### config.mk
export PLATFORM = sky130hd
export DESIGN_NAME = sync_trigger_frontend
export DESIGN_NICKNAME = d
export VERILOG_FILES = /design/src/rtl/sync_trigger_frontend_pkg.sv /design/src/rtl/sync_trigger_frontend_input_conditioner.sv /design/src/rtl/sync_trigger_frontend.sv
export SDC_FILE = /design/constraint.sdc
export NUM_CORES = 1
export LEC_CHECK = 0
export BUFFER_PORTS_ARGS = -buffer_cell sky130_fd_sc_hd__buf_2
export CAP_MARGIN = 20
export CORE_MARGIN = 5
export CORE_UTILIZATION = 55
export DETAILED_ROUTE_END_ITERATION = 12
export PLACE_DENSITY = 0.73
export SKIP_LAST_GASP = 1
export SYNTH_ARGS = -nofsm -noshare
export SYNTH_HDL_FRONTEND = slang
export SYNTH_SLANG_ARGS = --single-unit
### constraint.sdc
create_clock -name clock -period 2.77 [get_ports clock]
set_input_delay 0.277 -clock clock [delete_from_list [all_inputs] [get_ports clock]]
set_output_delay 0.277 -clock clock [all_outputs]
set_load 0.02 [all_outputs]
### src/rtl/sync_trigger_frontend_pkg.sv
// Shared types and defaults for the sync trigger front end.
// State encoding, parameter defaults and a saturating counter helper.
package sync_trigger_frontend_pkg;

    typedef enum logic [1:0] {
        IDLE    = 2'd0,
        ARMED   = 2'd1,
        HOLDOFF = 2'd2
    } state_t;

    localparam int unsigned FILTER_LEN_DEF = 8;
    localparam int unsigned FG_TIMEOUT_DEF = 1_000_000;
    localparam int unsigned HOLDOFF_DEF    = 1000;

    function automatic logic [15:0] sat_add16(
        input logic [15:0] v,
        input logic [1:0]  inc
    );
        logic [16:0] sum;
        sum = {1'b0, v} + {15'd0, inc};
        return sum[16] ? 16'hFFFF : sum[15:0];
    endfunction

endpackage

### src/rtl/sync_trigger_frontend_input_conditioner.sv
// Input conditioner: two-flop synchronizer, glitch filter, rise detect.
// Rises are only reported once the line has been seen low after reset.
module input_conditioner
    import sync_trigger_frontend_pkg::*;
#(
    parameter int unsigned FILTER_LEN = FILTER_LEN_DEF
) (
    input  logic clock,
    input  logic reset,
    input  logic raw,
    output logic rise
);

    localparam logic [7:0] LAST = 8'(FILTER_LEN - 1);

    logic       sync1;
    logic       sync2;
    logic       level;
    logic       level_d;
    logic       primed;
    logic [7:0] cnt;
    logic [7:0] qcnt;

    // bring the asynchronous line into the clock domain
    always_ff @(posedge clock or posedge reset) begin
        if (reset) begin
            sync1 <= 1'b0;
            sync2 <= 1'b0;
        end else begin
            sync1 <= raw;
            sync2 <= sync1;
        end
    end

    // level follows sync2 only after FILTER_LEN disagreeing cycles
    always_ff @(posedge clock or posedge reset) begin
        if (reset) begin
            level <= 1'b0;
            cnt   <= 8'd0;
        end else if (sync2 != level) begin
            if (cnt == LAST) begin
                level <= sync2;
                cnt   <= 8'd0;
            end else begin
                cnt <= cnt + 8'd1;
            end
        end else begin
            cnt <= 8'd0;
        end
    end

    // after reset, require a filtered low before any rise counts
    always_ff @(posedge clock or posedge reset) begin
        if (reset) begin
            primed <= 1'b0;
            qcnt   <= 8'd0;
        end else if (!primed) begin
            if (sync2) begin
                qcnt <= 8'd0;
            end else if (qcnt == LAST) begin
                primed <= 1'b1;
                qcnt   <= 8'd0;
            end else begin
                qcnt <= qcnt + 8'd1;
            end
        end
    end

    // edge history for the rise detector
    always_ff @(posedge clock or posedge reset) begin
        if (reset) begin
            level_d <= 1'b0;
        end else begin
            level_d <= level;
        end
    end

    assign rise = level & ~level_d & primed;

endmodule

### src/rtl/sync_trigger_frontend.sv
// Trigger front end: conditions start/fg lines and runs IDLE/ARMED/HOLDOFF.
// Optional event counters are built when TRIGGER_COUNT_EN is defined.
module sync_trigger_frontend
    import sync_trigger_frontend_pkg::*;
#(
    parameter int unsigned FILTER_LEN = FILTER_LEN_DEF,
    parameter int unsigned FG_TIMEOUT = FG_TIMEOUT_DEF,
    parameter int unsigned HOLDOFF    = HOLDOFF_DEF
) (
    input  logic clock,
    input  logic reset,
    input  logic start_raw,
    input  logic fg_raw,
    output logic start_signal,
    output logic fg_signal,
    output logic busy,
    output logic timeout_pulse
`ifdef TRIGGER_COUNT_EN
    ,
    output logic [15:0] start_count,
    output logic [15:0] fg_count,
    output logic [15:0] drop_count
`endif
);

    localparam logic [31:0] TO_LAST = 32'(FG_TIMEOUT - 1);
    localparam logic [31:0] HO_LAST =
        (HOLDOFF == 0) ? 32'd0 : 32'(HOLDOFF - 1);

    localparam state_t ST_IDLE  = sync_trigger_frontend_pkg::IDLE;
    localparam state_t ST_ARMED = sync_trigger_frontend_pkg::ARMED;
    localparam state_t ST_HOLD  = sync_trigger_frontend_pkg::HOLDOFF;

    logic        start_ev;
    logic        fg_ev;
    state_t      state;
    logic [31:0] cnt;

    input_conditioner #(.FILTER_LEN(FILTER_LEN)) u_start_cond (
        .clock (clock),
        .reset (reset),
        .raw   (start_raw),
        .rise  (start_ev)
    );

    input_conditioner #(.FILTER_LEN(FILTER_LEN)) u_fg_cond (
        .clock (clock),
        .reset (reset),
        .raw   (fg_raw),
        .rise  (fg_ev)
    );

    // trigger sequencing FSM with registered pulse outputs
    always_ff @(posedge clock or posedge reset) begin
        if (reset) begin
            state         <= ST_IDLE;
            cnt           <= 32'd0;
            start_signal  <= 1'b0;
            fg_signal     <= 1'b0;
            timeout_pulse <= 1'b0;
            busy          <= 1'b0;
        end else begin
            start_signal  <= 1'b0;
            fg_signal     <= 1'b0;
            timeout_pulse <= 1'b0;
            case (state)
                ST_IDLE: begin
                    busy <= 1'b0;
                    if (start_ev) begin
                        start_signal <= 1'b1;
                        cnt          <= 32'd0;
                        state        <= ST_ARMED;
                        busy         <= 1'b1;
                    end
                end
                ST_ARMED: begin
                    busy <= 1'b1;
                    if (fg_ev) begin
                        fg_signal <= 1'b1;
                        cnt       <= 32'd0;
                        state     <= ST_HOLD;
                    end else if (cnt >= TO_LAST) begin
                        timeout_pulse <= 1'b1;
                        cnt           <= 32'd0;
                        state         <= ST_IDLE;
                        busy          <= 1'b0;
                    end else begin
                        cnt <= cnt + 32'd1;
                    end
                end
                ST_HOLD: begin
                    busy <= 1'b1;
                    if (cnt >= HO_LAST) begin
                        cnt   <= 32'd0;
                        state <= ST_IDLE;
                        busy  <= 1'b0;
                    end else begin
                        cnt <= cnt + 32'd1;
                    end
                end
                default: begin
                    cnt   <= 32'd0;
                    state <= ST_IDLE;
                    busy  <= 1'b0;
                end
            endcase
        end
    end

`ifdef TRIGGER_COUNT_EN
    logic       acc_start;
    logic       acc_fg;
    logic [1:0] drop_inc;

    // classify this cycle's events as accepted or dropped
    always_comb begin
        acc_start = 1'b0;
        acc_fg    = 1'b0;
        drop_inc  = 2'd0;
        case (state)
            ST_IDLE: begin
                acc_start = start_ev;
                drop_inc  = {1'b0, fg_ev};
            end
            ST_ARMED: begin
                acc_fg   = fg_ev;
                drop_inc = {1'b0, start_ev};
            end
            default: begin
                drop_inc = {1'b0, start_ev} + {1'b0, fg_ev};
            end
        endcase
    end

    // saturating event counters
    always_ff @(posedge clock or posedge reset) begin
        if (reset) begin
            start_count <= 16'd0;
            fg_count    <= 16'd0;
            drop_count  <= 16'd0;
        end else begin
            start_count <= sat_add16(start_count, {1'b0, acc_start});
            fg_count    <= sat_add16(fg_count, {1'b0, acc_fg});
            drop_count  <= sat_add16(drop_count, drop_inc);
        end
    end
`endif

endmodule

======== Yosys cells after proc, flatten, opt, wreduce, memory -nomap -nowiden ========
Index checks and enable logic that the tools add are counted.
cells by class
  add/sub/neg operators ................... 5
  $lt $le $gt $ge ......................... 2
  equality and inequality tests ........... 11
  muxes and demuxes ....................... 35
  bitwise logic cells ..................... 6
  reductions and logical operators ........ 4
operator list
  operator               count
  $mux 32                4
  $pmux 32 s3            1
  $mux 8                 8
  $add 32x1->32 const B  1
  $add 8x1->8 const B    4
  $eq 8x3->1 const B     4
  $ge 32x10->1 const B   1
  $ge 32x20->1 const B   1
  $mux 1                 16
  $mux 2                 4
  $pmux 2 s3             1
  $and 1x1->1            4
  $ne 2x2->1 const B     2
  $reduce_and 2->1       2
  $ne 3x3->1 const B     1
  $pmux 1 s3             1
  $reduce_and 3->1       1
  $eq 2x1->1 const B     1
  $eq 2x2->1 const B     1
  $logic_not 2->1        1
  $ne 1x1->1             2
  $not 1->1              2
word-level totals
  register bits after elaboration ......... 80
  input bits .............................. 4
  output and inout bits ................... 4
  word-level logic and storage cells ...... 83

======== Longest topological paths before layout ========
  word-level depth ........................ 5
  depth in mapped cells ................... 9
  depth with buffers taken out ............ 8

======== Cells and area by module ========
Synthesis repeated with hierarchy kept, for this count alone.
unflattened totals
  cell total of the unflattened synthesis .. 389
  area, all modules ....................... 4031.4 um^2
by module, submodules not included
  module                 instances  cells an instance  area each (um^2)  seq. area each (um^2)
  input_conditioner      2          97                 1026.0            525.5
  sync_trigger_frontend  1          195                1979.4            950.9

======== Least setup slack after synthesis ========
Ideal clock, no wire load.
  kind .................................... register -> register
  start point ............................. reg cnt[0]
  end point ............................... reg cnt[19]
  library setup time ...................... 77 ps
  arrival ................................. 2375 ps
  data required time ...................... 2693 ps
  setup slack ............................. 319 ps
  cell stages (with the launch flop) ...... 8
  path buffers ............................ 0
  clock period less this slack ............ 2451 ps
  cells stage by stage .................... dfrtp_1 ha_1 and4_4 a211o_1 a211o_1 a211o_2 or4_1 o21ai_1
on the way
  word-level cells in the longest chain between the ends .. 4
  elaborated cells on any way between the ends .. 7
  those cells by class .................... add/sub: 1; order compare: 2; mux: 4
ends and longest elaborated chain
  element                                               RTL line                                                                               RTL
  from (decl)                                           sync_trigger_frontend.sv:37                                                            logic [31:0] cnt;
  from (signal assigned)                                sync_trigger_frontend.sv:88                                                            cnt <= cnt + 32'd1;
  from (signal assigned)                                sync_trigger_frontend.sv:98                                                            cnt <= cnt + 32'd1;
  $add 32x1->32 / $ge 32x20->1 (equally long branches)  sync_trigger_frontend.sv:88, sync_trigger_frontend.sv:98, sync_trigger_frontend.sv:82
  $mux 32                                               sync_trigger_frontend.sv:82                                                            end else if (cnt >= TO_LAST) begin
  $mux 32                                               sync_trigger_frontend.sv:78                                                            if (fg_ev) begin
  $pmux 32 s3 *                                         sync_trigger_frontend.sv:66                                                            case (state)
Every way passes the cells marked *; elsewhere a longest branch is shown, timed or not.
A chain may end at the register's enable or synchronous reset.

======== Worst setup path after layout ========
Ends and elaborated chain as after synthesis.

==> impl_summary.log <==
INFO  metric worst_ir_drop_vdd = 0.308 mV
INFO  metric insertion_delay = 0.35 ns
INFO  metric synth.yosys.warnings = 0
INFO  metric htree_num_levels = 3
INFO  metric async_flop_share = 100%
INFO  metric critical_path_class = reg -> reg
INFO  metric portBuffers = 7
INFO  metric timing.hold.ws = between 0.03 and 0.04 ns
INFO  metric detail_route.drc_violations = 0
INFO  metric ios = 8
INFO  metric synth_area_leaders = dfrtp_1 (53%), nor2_1 (4.4%), xor2_1 (4.2%), and3_1 (4.1%), a22o_1 (3.5%)
INFO  metric static-leakage-power = between 2 and 2.5 nW
INFO  metric detail_route.wirelength = around 7.0 mm
INFO  metric arrival = between 2 and 3 ns
INFO  metric critical_path.max_stage_delay = ~0.49 ns
INFO  metric grt_first_pass_wirelength = between 10 and 15 mm
INFO  metric dp_hpwl = about 4.8 mm
INFO  metric floorplan.die_area = roughly 8600 µm²
INFO  metric starting_density_of_the_core = 56.0%
INFO  metric fp.coreArea = about 6800 µm²
INFO  metric syn-mean-instance-area = 10.3 µm²
INFO  metric worst-path-max-fanout = 10
INFO  metric finalCoreUtilization = slightly above 60%
INFO  metric fin_crit = 2.62 ns
INFO  metric clockRootBuffer = clkbuf_8
INFO  metric routed_wire_length_per_instance = between 10 and 15 µm
INFO  metric nets_finish = a little under 400
INFO  metric vias_per_cell = about 5.9
INFO  metric synth_to_final_area_change = 9.76%
INFO  metric path_delay_family = compound AO/OA/AOI/OAI gates
INFO  metric synth-edff-count = 0
INFO  metric grt_usage = 18.1%
INFO  metric die_x = a little over 90 µm
INFO  metric max_cap_viol_count = 0
INFO  metric ys_dominant_reg_cell = dfrtp_1
INFO  metric synth_cell_type_count = between 40 and 50
INFO  metric drt_first_pass_iters = 4
INFO  metric finalHoldViolations = 0
INFO  metric critPathCaptureType = flop
INFO  metric status = complete, no violations
INFO  metric synth_top_cell_by_area = dfrtp_1
INFO  metric cts_post_setup_buffers_inserted = 0
INFO  metric worst_pin_slew = 0.517 ns
INFO  metric start_kind = flop
INFO  metric cells_traversed_along_the_worst_timing_path = ha_1, and4_4, a211o_1, a211o_1, a211o_2, or4_1, o21ai_1
INFO  metric powerDensity = approximately 650 nW/µm²
INFO  metric path_clk_slew = 0.08 ns
INFO  metric first_iter_violations = 135
INFO  metric mappedNetlistArea = between 3000 and 4000 µm²
INFO  metric finish.instance_area = about 4200 µm²
INFO  metric finalSetupTns = 0 ns
INFO  metric routed-via-count = about 2,800
INFO  metric fin_worst_skew = 0.00879 ns
INFO  metric die_height = about 93 µm
INFO  metric cts.sinks = 80
INFO  metric crit_top_cell = a211o_1
INFO  metric post_cts_hold_buffer_count = 1
INFO  metric placement.cell_area = between 3000 and 4000 µm²
INFO  metric count_of_inserted_antenna_diode_cells = 0
INFO  metric crit_slowest_cell = or4_1
INFO  metric most_common_library_cells_after_synthesis = dfrtp_1 (80), nor2_1 (44), and3_1 (25)
INFO  metric fmax = about 380 MHz
INFO  metric timing.critical_path.buf_inv = 0
INFO  metric synth_cells = between 300 and 400
INFO  metric timing_max_transition_violations_final = 0
INFO  metric cts.path.max_buffers = 2
INFO  metric slew_headroom = between 60% and 70%
INFO  metric gp_routability_congestion = 0.822
INFO  metric ys_seq_elements = 80
INFO  metric globalRoute.totalOverflow = 0
INFO  metric cts_made_buffers = 9
INFO  metric min_period_over_period = between 90% and 100%
INFO  metric antenna_found_initial = 0
INFO  metric nFillCells = 553
INFO  metric synth_largest_type_area_fraction = 52.9%
INFO  metric yosysMostFrequentCell = dfrtp_1
INFO  metric cts-resized-gates = 0
INFO  metric tritoncts = yes
INFO  metric grt_pass1_vias = ~2,700
INFO  metric number_of_nets_with_antenna_violations_after_detailed_routing = 0
INFO  metric setup_viol = 0
INFO  metric synthesis.nets = between 300 and 400
INFO  metric cp_data_required_time = about 3.1 ns
INFO  metric min-delay-path-class = in -> reg
INFO  metric core.rowCount = 30
INFO  metric grt_setup_unrepaired = no
INFO  metric grt_max_degree = 56
INFO  metric ys_seq_area_share = between 50% and 60%
INFO  metric drive_above_1_share = 10.0%
state kept, by name, indices dropped and copies added (netlist names), 2 cells and up:
| name | flops |
|---|---|
| cnt | 32 |
| u_fg_cond.cnt | 8 |
| u_fg_cond.qcnt | 8 |
| u_start_cond.cnt | 8 |
| u_start_cond.qcnt | 8 |
| state | 2 |
per-layer routing:
| metal | track usage (%) | share of wire [%] |
|---|---|---|
| met1 | 25.3 | 48 |
| met2 | 28.0 | 47 |
| met3 | 4.39 | 4.3 |
| met4 | 5.74 | 1.0 |
| met5 | 0 | 0 |
path summary, 6_finish.rpt:
check / start / endpoint / cells past startpoint / slack, ns
worst max-delay path: cnt[0] / cnt[19] / 7 / 0.15
worst min-delay path: fg_raw / u_fg_cond.sync1 / 1 / 0.03
worst max register to register: cnt[0] / cnt[19] / 7 / 0.15
worst min register to register: u_fg_cond.sync1 / u_fg_cond.sync2 / 0 / 0.35
max in group asynchronous: reset / u_fg_cond.cnt[6] / 4 / 1.69
min in group asynchronous: reset / u_fg_cond.qcnt[5] / 3 / 0.46
stage by stage:
stage	cells	worst slack [ns]	total power [W]
floorplan	367	0.319	0.00176
global placement	453	0.219	0.00187
detailed placement	453	0.171	0.00189
CTS	470	0.150	0.00273
global route	470	0.0408	0.00288
finish	470	0.154	0.00272
worst register-to-register path, stage by stage, from the launching register on:
cell	delay (ns)
dfrtp_1	0.41
ha_1	0.26
and4_4	0.23
a211o_1	0.31
a211o_1	0.35
a211o_2	0.43
or4_1	0.49
o21ai_1	0.08
cell families after synthesis:
logic type / Yosys count / synth area share [%]
simple gates: 165 / 23.1
mux: 3 / 0.860
compound gates: 69 / 13.0
xor+xnor: 23 / 5.32
buf+inv: 18 / 1.82
fa+ha+maj: 9 / 2.98
flops: 80 / 52.9
where the power goes:
part | switching [W] | internal, W
combinational | 0.000278 | 0.000191
clock | 0.000432 | 0.000421
sequential | 0.000114 | 0.00128
layout make-up:
class | count | area, µm² | area share [%]
inverter | 10 | 38.8 | 0.934
clock buffer | 12 | 135 | 3.25
tap | 80 | 100 | 2.41
clock inverter | 4 | 53.8 | 1.30
sequential | 80 | 2000 | 48.2
timing repair buffer | 15 | 110 | 2.65
multi-input combinational | 269 | 1710 | 41.2
cell usage in the layout (no fill, tap or decap), types with 2 or more instances in the layout:
cell type   netlist  layout
nand3_1          23      23
a21o_1            7       7
mux2_2            2       2
a211oi_1          4       4
nand2b_1          3       3
nor3_1            8       8
o21ai_0          15      15
nand2_1          22      22
buf_2             1       7
nand4b_1          2       2
clkbuf_8          0       9
o21bai_1          3       3
clkinvlp_4        0       2
xnor2_1           5       5
and2_1            5       5
a211o_1           2       2
a21oi_1           8       8
buf_4             0       6
or4_1             4       4
inv_1            10       9
xor2_1           18      18
nand3b_1          2       2
o2bb2ai_1         2       2
a31oi_1           4       4
dfrtp_1          80      80
nor2b_1           5       5
o31ai_1           4       4
or2_2             2       2
nand4_1           4       4
and3_1           25      25
nor2_1           44      44
a22o_1           15      15
nor4_1            6       6
clkbuf_1          7       3
ha_1              9       9
and4b_1           2       2
No activity file was read; power rests on OpenSTA's default activity.
